### config.mk
export PLATFORM = sky130hd
export DESIGN_NAME = fetch_stage
export DESIGN_NICKNAME = d
export VERILOG_FILES = /design/src/rtl/mips_pkg.sv /design/src/rtl/pc_reg.sv /design/src/rtl/fetch_stage.sv
export SDC_FILE = /design/constraint.sdc
export NUM_CORES = 1
export LEC_CHECK = 0
export ABC_AREA = 1
export CAP_MARGIN = 20
export CORE_MARGIN = 3
export CORE_UTILIZATION = 40
export CTS_BUF_LIST = sky130_fd_sc_hd__clkbuf_4 sky130_fd_sc_hd__clkbuf_8 sky130_fd_sc_hd__clkbuf_16
export DETAILED_ROUTE_END_ITERATION = 12
export PLACE_DENSITY_LB_ADDON = 0.2
export SYNTH_ARGS = -nofsm -noshare
export SYNTH_HDL_FRONTEND = slang
export SYNTH_SLANG_ARGS = --single-unit
### constraint.sdc
create_clock -name clk -period 1.45 [get_ports clk]
set_clock_uncertainty 0.05 [all_clocks]
set_input_delay 0.3625 -clock clk [delete_from_list [all_inputs] [get_ports clk]]
set_output_delay 0.3625 -clock clk [all_outputs]
set_load 0.01 [all_outputs]
### src/rtl/mips_pkg.sv
`default_nettype none
// ============================================================================
//  Module   : mips_pkg
//  Purpose  : Constants and helpers shared by the fetch stage and decoder.
//  Revision : 1.0  initial release
// ============================================================================
package mips_pkg;

    localparam int unsigned INST_WIDTH = 32;
    localparam int unsigned ADDR_WIDTH = 32;

    localparam logic [INST_WIDTH-1:0] NOP_INST = 32'h0000_0000;
    localparam logic [ADDR_WIDTH-1:0] RESET_PC = 32'h0000_0000;

    function automatic logic [ADDR_WIDTH-1:0] word_align(input logic [ADDR_WIDTH-1:0] addr);
        return {addr[ADDR_WIDTH-1:2], 2'b00};
    endfunction

    function automatic logic is_misaligned(input logic [ADDR_WIDTH-1:0] addr);
        return (addr[1:0] != 2'b00);
    endfunction

endpackage
`default_nettype wire

### src/rtl/pc_reg.sv
`default_nettype none
// ============================================================================
//  Module   : pc_reg
//  Purpose  : Program counter with reset / redirect / stall / increment mux.
//  Revision : 1.0  initial release
// ============================================================================
module pc_reg
    import mips_pkg::*;
#(
    parameter logic [ADDR_WIDTH-1:0] RESET_PC = mips_pkg::RESET_PC
) (
    input  logic                  clk,
    input  logic                  rst,
    input  logic                  stall,
    input  logic                  redirect_valid,
    input  logic [ADDR_WIDTH-1:0] redirect_target,
    output logic [ADDR_WIDTH-1:0] pc
);

    logic [ADDR_WIDTH-1:0] r_pc;

    // Redirect outranks stall so a resolved branch is never lost behind a hazard.
    always_ff @(posedge clk) begin
        if (rst) begin
            r_pc <= RESET_PC;
        end else if (redirect_valid) begin
            r_pc <= word_align(redirect_target);
        end else if (!stall) begin
            r_pc <= r_pc + 32'd4;
        end
    end

    assign pc = r_pc;

endmodule
`default_nettype wire

### src/rtl/fetch_stage.sv
`default_nettype none
// ============================================================================
//  Module   : fetch_stage
//  Purpose  : Instruction fetch: PC, instruction-memory address, IF/ID register.
//  Revision : 1.0  initial release
// ============================================================================
module fetch_stage
    import mips_pkg::*;
#(
    parameter logic [ADDR_WIDTH-1:0] RESET_PC = mips_pkg::RESET_PC,
    parameter logic [INST_WIDTH-1:0] NOP_INST = mips_pkg::NOP_INST
) (
    input  logic                  clk,
    input  logic                  rst,
    output logic [ADDR_WIDTH-1:0] imem_addr,
    input  logic [INST_WIDTH-1:0] imem_data,
    input  logic                  stall,
    input  logic                  redirect_valid,
    input  logic [ADDR_WIDTH-1:0] redirect_target,
    output logic [INST_WIDTH-1:0] if_id_inst,
    output logic [ADDR_WIDTH-1:0] if_id_pc,
    output logic [ADDR_WIDTH-1:0] if_id_pc_plus4,
    output logic                  if_id_valid,
    output logic                  misalign_err
);

    logic [ADDR_WIDTH-1:0] w_pc;
    logic [INST_WIDTH-1:0] r_inst;
    logic [ADDR_WIDTH-1:0] r_pc;
    logic [ADDR_WIDTH-1:0] r_pc_plus4;
    logic                  r_valid;
    logic                  r_misalign;

    pc_reg #(
        .RESET_PC (RESET_PC)
    ) u_pc_reg (
        .clk             (clk),
        .rst             (rst),
        .stall           (stall),
        .redirect_valid  (redirect_valid),
        .redirect_target (redirect_target),
        .pc              (w_pc)
    );

    // The address comes straight from the PC flop, never from the control inputs.
    assign imem_addr = w_pc;

    always_ff @(posedge clk) begin
        if (rst) begin
            r_inst     <= NOP_INST;
            r_pc       <= RESET_PC;
            r_pc_plus4 <= RESET_PC + 32'd4;
            r_valid    <= 1'b0;
            r_misalign <= 1'b0;
        end else if (redirect_valid) begin
            // Squash the wrong-path word; pc fields keep their last values.
            r_inst  <= NOP_INST;
            r_valid <= 1'b0;
            if (is_misaligned(redirect_target)) begin
                r_misalign <= 1'b1;
            end
        end else if (!stall) begin
            r_inst     <= imem_data;
            r_pc       <= w_pc;
            r_pc_plus4 <= w_pc + 32'd4;
            r_valid    <= 1'b1;
        end
    end

    assign if_id_inst     = r_inst;
    assign if_id_pc       = r_pc;
    assign if_id_pc_plus4 = r_pc_plus4;
    assign if_id_valid    = r_valid;
    assign misalign_err   = r_misalign;

endmodule
`default_nettype wire
Word level (Yosys, flattened, before mapping)
Index checks and enable logic that the tools add are counted.
{ "word_totals": {"word_cells": 17, "ff_bits": 130, "output_inout_bits": 130, "in_bits": 68} }
{ "op_classes": {"n_addsub": 1, "eq_ne": 1, "n_bitwise": 2, "n_reduce_logical": 4, "muxes": 2} }
{ "op_table": {"columns": ["op", "n"], "rows": [
  ["$mux 32", 2],
  ["$add 32x3->32 const B", 1],
  ["$reduce_and 2->1", 2],
  ["$ne 2x1->1 const B", 1],
  ["$not 1->1", 2],
  ["$reduce_bool 2->1", 1],
  ["$reduce_or 2->1", 1]
]} }

Logic depth before layout (Yosys ltp)
Gate-level depths: netlist (run 1).
{ "depth": {"word_depth": 3, "mapped_depth": 10, "mapped_depth_nobuf": 10} }

Hierarchy
From an unflattened synthesis (run 1), not the netlist that was laid out.
{ "hier_totals": {"hier_cells": 984, "hier_area_um2": 6427.4} }
{ "by_module_without_submodules": {"columns": ["module", "seq_area_each_um2", "cells_per_inst", "area_each_um2", "instances"], "rows": [
  ["fetch_stage", 1921.8, 615, 4250.3, 1],
  ["pc_reg", 600.6, 369, 2177.1, 1]
]} }

Least setup slack after synthesis (run 1)
OpenSTA, ideal clock, no wires.
{ "synth_timing": {"kind": "register to register", "from": "reg u_pc_reg.r_pc[3] (netlist: u_pc_reg.pc[3])", "to": "reg r_pc_plus4[18] (netlist: if_id_pc_plus4[18])", "setup_time_ns": 0.070, "required_time_ns": 1.330, "slack_ns": -0.120, "t_arrival_ns": 1.450, "stages_incl_launch_ff": 9, "n_path_buf": 0, "period_less_slack_ns": 1.570, "path_cell_list": "dfxtp_1 ha_1 nand2_1 nor2_4 nand2_4 nor2_2 xor2_1 nand2_1 a21oi_1"} }
{ "synth_between": {"elab_chain_cells": 1} }
{ "synth_rtl": {"columns": ["element", "line_no", "text"], "rows": [
  ["start: declaration", "pc_reg.sv:20", "logic [ADDR_WIDTH-1:0] r_pc;"],
  ["start signal: assignment", "pc_reg.sv:27", "r_pc <= word_align(redirect_target);"],
  ["start signal: assignment", "pc_reg.sv:29", "r_pc <= r_pc + 32'd4;"],
  ["$add 32x3->32", "fetch_stage.sv:65", "r_pc_plus4 <= w_pc + 32'd4;"],
  ["end signal: assignment", "fetch_stage.sv:52", "r_pc_plus4 <= RESET_PC + 32'd4;"],
  ["end signal: assignment", "fetch_stage.sv:65", null],
  ["end: declaration", "fetch_stage.sv:30", "logic [ADDR_WIDTH-1:0] r_pc_plus4;"]
]} }
No other way between the ends.
A chain may end at the register's enable or synchronous reset.

Worst setup path after layout (run 1)
{ "layout_timing": {"from": "reg u_pc_reg.r_pc[3] (netlist: u_pc_reg.pc[3])", "to": "out imem_addr[3]"} }
{ "layout_rtl": {"columns": ["element", "line_no", "text"], "rows": [
  ["end: declaration", "fetch_stage.sv:15", "output logic [ADDR_WIDTH-1:0] imem_addr,"]
]} }
No word-level cell between the ends.

==> reports/results.txt, run 1 <==
Status = finished with violations
Failing checks = setup timing
Vias in the first global route = 5,512
Req. time, crit path = 1040 ps
RSZ-0062 raised after global routing = yes
Initial Utilization = 41.6%
Final WS setup = -91.2 ps
Max-cap viol count = 0
Area taken by multi-input logic gates = 2710 um^2
Post-synth top area share = 46.3%
Reg2reg path depth = 9
Slew Limit Fails = 0
Storage element area = 2570 um^2
Worst hold path class = in -> reg
Via density = 4.85
Total core area = 12,900 um^2
Final setup viols = 14
Placed Cells = 1,134
DRT Pass-1 Iters = 5
Area contributors post-synth = dfxtp_1 (46%), nand2_1 (16%), a21oi_1 (9.6%)
Share of layout cells above drive strength 1 = 32.2%
Min Tclk post-route = 1540 ps
Total number of yosys warnings = 0
Critical Path End Type = primary output
Total CTS buffers = 17
DPL Wire Length = 12,600 um
Gpl congestion = 0.858
Max FFs per register = 32
Die Area = 14,800 um^2
Iteration-0 DRC Markers = 327
Power share of the combinational group = 13.2%
F_max = 649 MHz
First-pass GRT wire length = 27,700 um
Post-Syn Area = 5360 um^2
Lkg Pwr = 3.77 nW
Switch Pwr = 2.21 mW
Clk pwr share = 46.9%
Period utilization = 106%
Avg WL per Cell = 15.0 um
Hold-fix buffers, CTS = 0
VDD IR max = 795 uV
DR vias = 5,733
Sw Ratio = 24.0%
Row cnt = 41
Antenna Violating Nets Remaining = 0
Die height = 122 um
Commonest register cell after synthesis = dfxtp_1
Global Route Usage Sum = 23.7%
Number of synthesized register bits = 124
Startpoint types = register
Register area share after synthesis = 46.3%
Setup Total Neg Slack = -473 ps
Initial antenna violation count = 1
Worst hold path stage count = 3
Number of distinct library cells after synthesis = 34
Largest net degree at the start of global routing = 40
Fillers = 1,074
Setup CP Type = reg -> out
Clock Sinks = 124
Post-synth EDFFs = 0
Routed wire length = 17,700 um
Most common cell after layout, fill and taps aside = nand2_1
Leading area contributor after synthesis = dfxtp_1
Clock Tree Buf Depth = 2
Synth Instances = 739
I/O pins = 198
Final cell count without fillers = 1,181
Worst skew pair latency = 420 ps
Remaining global-route overflow = 0
Pwr dens = 1050 nW/um^2
H-tree levels = 4
CP Max Fanout = 4
Mapped Avg Cell Area = 7.25 um^2
Final nets = 1,066
Clk slew on worst S/H paths = 60 ps
CP arrival = 1130 ps
Fraction of registers with async set/reset = 0%
Layout Area Growth over Synthesis = 63.4%
# DRC = 0
Sequential share of power = 40.0%
Die width = 122 um
Commonest non-fill, non-tap cells in the layout = nand2_1 (203), a21oi_1 (94), dfxtp_1 (91)
TritonCTS clock tree = yes
Port Buf Inserts = 191
Final hold violations = 0
CTS Root Buffer Type = clkbuf_16
Internal Power = 7.02 mW
timing repair:
action / in CTS / in global routing
setup buffers: 7 / 9
pin swaps: 11 / 25
setup endpoints to repair: 170 / 152
gates cloned: 0 / 0
resized for setup: 345 / 174
worst paths after layout:
| check | slack [ps] | from | end |
|---|---|---|---|
| max reg2reg | -60 | u_pc_reg.pc[3] | u_pc_reg.pc[14] |
| min reg2reg | 410 | if_id_pc_plus4[21] | if_id_pc_plus4[21] |
| max | -90 | u_pc_reg.pc[3] | imem_addr[3] |
| min | 310 | rst | u_pc_reg.pc[6] |
layout make-up:
| type | count | area share, % |
|---|---|---|
| clock inverters | 7 | 1.31 |
| multi-input cells | 520 | 30.9 |
| flip-flops and latches | 124 | 29.4 |
| diodes | 1 | 0.0286 |
| inverters | 55 | 2.36 |
| clock buffers | 23 | 5.52 |
| repair buffers | 279 | 28.0 |
| well taps | 172 | 2.46 |
metal layers:
layer | global-route usage [%] | wire [um] | vias up
li1 | - | - | 2886
met3 | 8.03 | 1470 | 28
met5 | 0 | 0 | -
met4 | 8.75 | 320 | 0
met1 | 30.4 | 7770 | 2598
met2 | 37.2 | 8180 | 221
worst max-delay path, cell delays in order (launching register included):
cell,delay (ps)
dfxtp_4,360
buf_4,130
buf_6,110
buf_6,110
through the flow:
stage	hold slack, ps	area (um^2)	setup slack, ps	utilization, %	power (mW)
2_1_floorplan	424	5390	26.7	-	4.25
3_3_place_gp	390	7890	-372	61.3	4.97
3_5_place_dp	404	7890	-397	61.3	4.98
4_1_cts	285	8670	-60.8	67.3	9.24
5_1_grt	297	8750	-129	68.0	9.56
6_report	309	8750	-91.2	68.0	9.23
kinds of logic after synthesis:
kind of cell               after synthesis  synth area share [%]
AOI/OAI and AO/OA                      172                  16.9
DFF                                    124                  46.3
and+or+nand+nor                        334                  26.7
other                                    1                0.0700
xor gates and xnor gates                 7                  1.14
adders and majority gates                1                 0.234
buffers and inverters                  100                  8.57
cells in the mapped netlist, types with 2 or more instances:
| cell | n |
|---|---|
| buf_4 | 10 |
| nand2_1 | 224 |
| xnor2_1 | 2 |
| nand2_4 | 2 |
| nor2_4 | 5 |
| nor2_2 | 6 |
| buf_1 | 4 |
| a22o_1 | 6 |
| nand3_2 | 4 |
| clkbuf_8 | 2 |
| nor2_1 | 64 |
| a21oi_2 | 2 |
| a31oi_1 | 7 |
| dlygate4sd1_1 | 2 |
| dfxtp_1 | 124 |
| o21ai_0 | 51 |
| buf_2 | 7 |
| a21oi_1 | 103 |
| clkbuf_1 | 19 |
| o21ai_1 | 2 |
| xor2_1 | 5 |
| nor3_1 | 2 |
| nand3_1 | 21 |
| nor2_8 | 3 |
| inv_1 | 51 |
| inv_2 | 3 |
power groups by stage:
stage / logic, mW / registers (mW) / clock network, mW
finish: 1.21 / 3.69 / 4.33
global route: 1.32 / 3.70 / 4.53
CTS: 1.19 / 3.69 / 4.37
detailed placement: 1.22 / 3.76 / 0
global placement: 1.21 / 3.76 / 0
floorplan: 0.431 / 3.82 / 0
Power figures use the tool's default switching activity.
==> run 2, diff against run 1 <==
- CORE_UTILIZATION: 40 -> 45
- clock period: 1.45 -> 1.5 ns (I/O delays scaled with it)
==> run 2 against run 1 <==
Effect of this change: combinational power down 9.9%; cell count down 4.4%; sequential power down 3%; sequential cell count unchanged; final area down 3.6%; non-clock buffer count down 24; worst hold slack worse by 140 ps; the run still ends with setup timing left; via count up 1.0%; critical path type is now reg -> reg; die area down 11%.
==> reports/results.txt, run 2 (same netlist as run 1, synthesis figures left out) <==
Status = finished with violations
Failing checks = setup timing
Die Area = 13,200 um^2
# DRC = 0
Clock Tree Buf Depth = 2
First-pass GRT wire length = 28,100 um
Row cnt = 39
Lkg Pwr = 3.85 nW
Remaining global-route overflow = 0
Die height = 115 um
Final nets = 1,042
CTS Root Buffer Type = clkbuf_16
Min Tclk post-route = 1500 ps
RSZ-0062 raised after global routing = yes
Largest net degree at the start of global routing = 71
Port Buf Inserts = 191
CP arrival = 1790 ps
Req. time, crit path = 1790 ps
CP Max Fanout = 3
Worst skew pair latency = 420 ps
Global Route Usage Sum = 26.8%
Commonest non-fill, non-tap cells in the layout = nand2_1 (208), dfxtp_1 (95), a21oi_1 (93)
Worst hold path class = in -> reg
Critical Path End Type = register
Most common cell after layout, fill and taps aside = nand2_1
Final hold violations = 0
Max FFs per register = 32
Internal Power = 6.61 mW
Area of placed instances = 7740 um^2
DR vias = 5,792
VDD IR max = 902 uV
Sequential share of power = 41.1%
Slew Limit Fails = 0
# diodes = 0
Period utilization = 100%
Pwr dens = 1030 nW/um^2
H-tree levels = 4
Total CTS buffers = 17
Clk pwr share = 46.4%
Die width = 115 um
I/O pins = 198
Final core utilization = 73.3%
Routed wire length = 17,800 um
Clk slew on worst S/H paths = 50 ps
Max-cap viol count = 0
Vias in the first global route = 5,724
Total core area = 11,500 um^2
Final setup viols = 1
Via density = 5.13
Antenna Violating Nets Remaining = 0
Initial antenna violation count = 0
Final WS setup = -1.12 ps
Setup CP Type = reg -> reg
Switch Pwr = 2.10 mW
Layout Area Growth over Synthesis = 57.6%
Clock Sinks = 124
Sw Ratio = 24.1%
Avg WL per Cell = 15.7 um
TritonCTS clock tree = yes
Initial Utilization = 46.5%
Non-Filler Cell Area, Final = 8440 um^2
Gpl congestion = 0.948
DPL Wire Length = 12,600 um
DRT Pass-1 Iters = 5
F_max = 666 MHz
Iteration-0 DRC Markers = 418
Startpoint types = register
Setup Total Neg Slack = -1.12 ps
Power share of the combinational group = 12.5%
Share of layout cells above drive strength 1 = 23.1%
run 2: cell types whose count changed in the layout (fill, tap and decap cells not counted), sizes merged:
cell / before / now
buf: 117 / 74
clkinvlp: 2 / 0
bufinv: 3 / 2
diode: 1 / 0
dlymetal6s2s: 1 / 0
dlygate4sd2: 1 / 80
clkinv: 2 / 6
clkbuf: 65 / 37
clkdlybuf4s15: 53 / 22
clkdlybuf4s50: 65 / 66
run 2: path summary, 6_finish.rpt:
| check | start | endpoint | slack (ps) | cells after the start |
|---|---|---|---|---|
| hold / removal | rst | u_pc_reg.pc[12] | 170 | 2 |
| setup / recovery | u_pc_reg.pc[3] | u_pc_reg.pc[15] | -1 | 8 |
| hold reg to reg | if_id_pc_plus4[25] | if_id_pc_plus4[25] | 410 | 2 |
| setup reg to reg | u_pc_reg.pc[3] | u_pc_reg.pc[15] | -1 | 8 |
run 2: power by group through the flow:
stage / sequential (mW) / clock, mW / combinational (mW)
5_1_grt: 3.60 / 4.25 / 1.19
4_1_cts: 3.58 / 4.09 / 1.07
6_report: 3.58 / 4.04 / 1.09
2_1_floorplan: 3.69 / 0 / 0.415
3_5_place_dp: 3.64 / 0 / 1.15
3_3_place_gp: 3.63 / 0 / 1.13
run 2: final cells by class:
cell class / instances / area [um^2]
clock buffer: 24 / 497
multi-input combinational: 520 / 2640
inverter: 55 / 209
sequential: 124 / 2550
timing repair buffer: 255 / 2280
tap: 143 / 179
clock inverter: 8 / 90.1
fill: 912 / 3070
run 2: stage by stage:
stage / setup WS [ps] / instances / hold WS (ps) / total power [mW]
global placement: -293 / 1092 / 389 / 4.76
CTS: -1.96 / 1127 / 141 / 8.73
global route: -74.0 / 1129 / 169 / 9.03
finish: -1.12 / 1129 / 170 / 8.70
detailed placement: -366 / 1092 / 402 / 4.79
floorplan: 18.6 / 744 / 424 / 4.10
run 2: worst max-delay path, cell delays in order (launching register included):
cell,delay (ps)
dfxtp_4,360
buf_4,120
nand2_2,60
nor2_4,150
nand2_1,100
nor2_4,150
xor2_1,190
nand2_1,100
a21oi_1,140
run 2: what timing repair did:
item,in CTS,in global routing
pin swaps,7,26
endpoints found under the hold margin,0,0
endpoints found under the setup margin,169,77
hold buffers,0,0
setup buffers,3,2
gates resized for setup,208,99
run 2: routing by layer:
layer | up-vias | track usage, % | part of all wire, %
met1 | 2686 | 31.8 | 39
met2 | 237 | 44.7 | 49
met5 | - | 0 | 0
met4 | 0 | 9.78 | 2.2
li1 | 2831 | - | -
met3 | 38 | 9.32 | 8.9
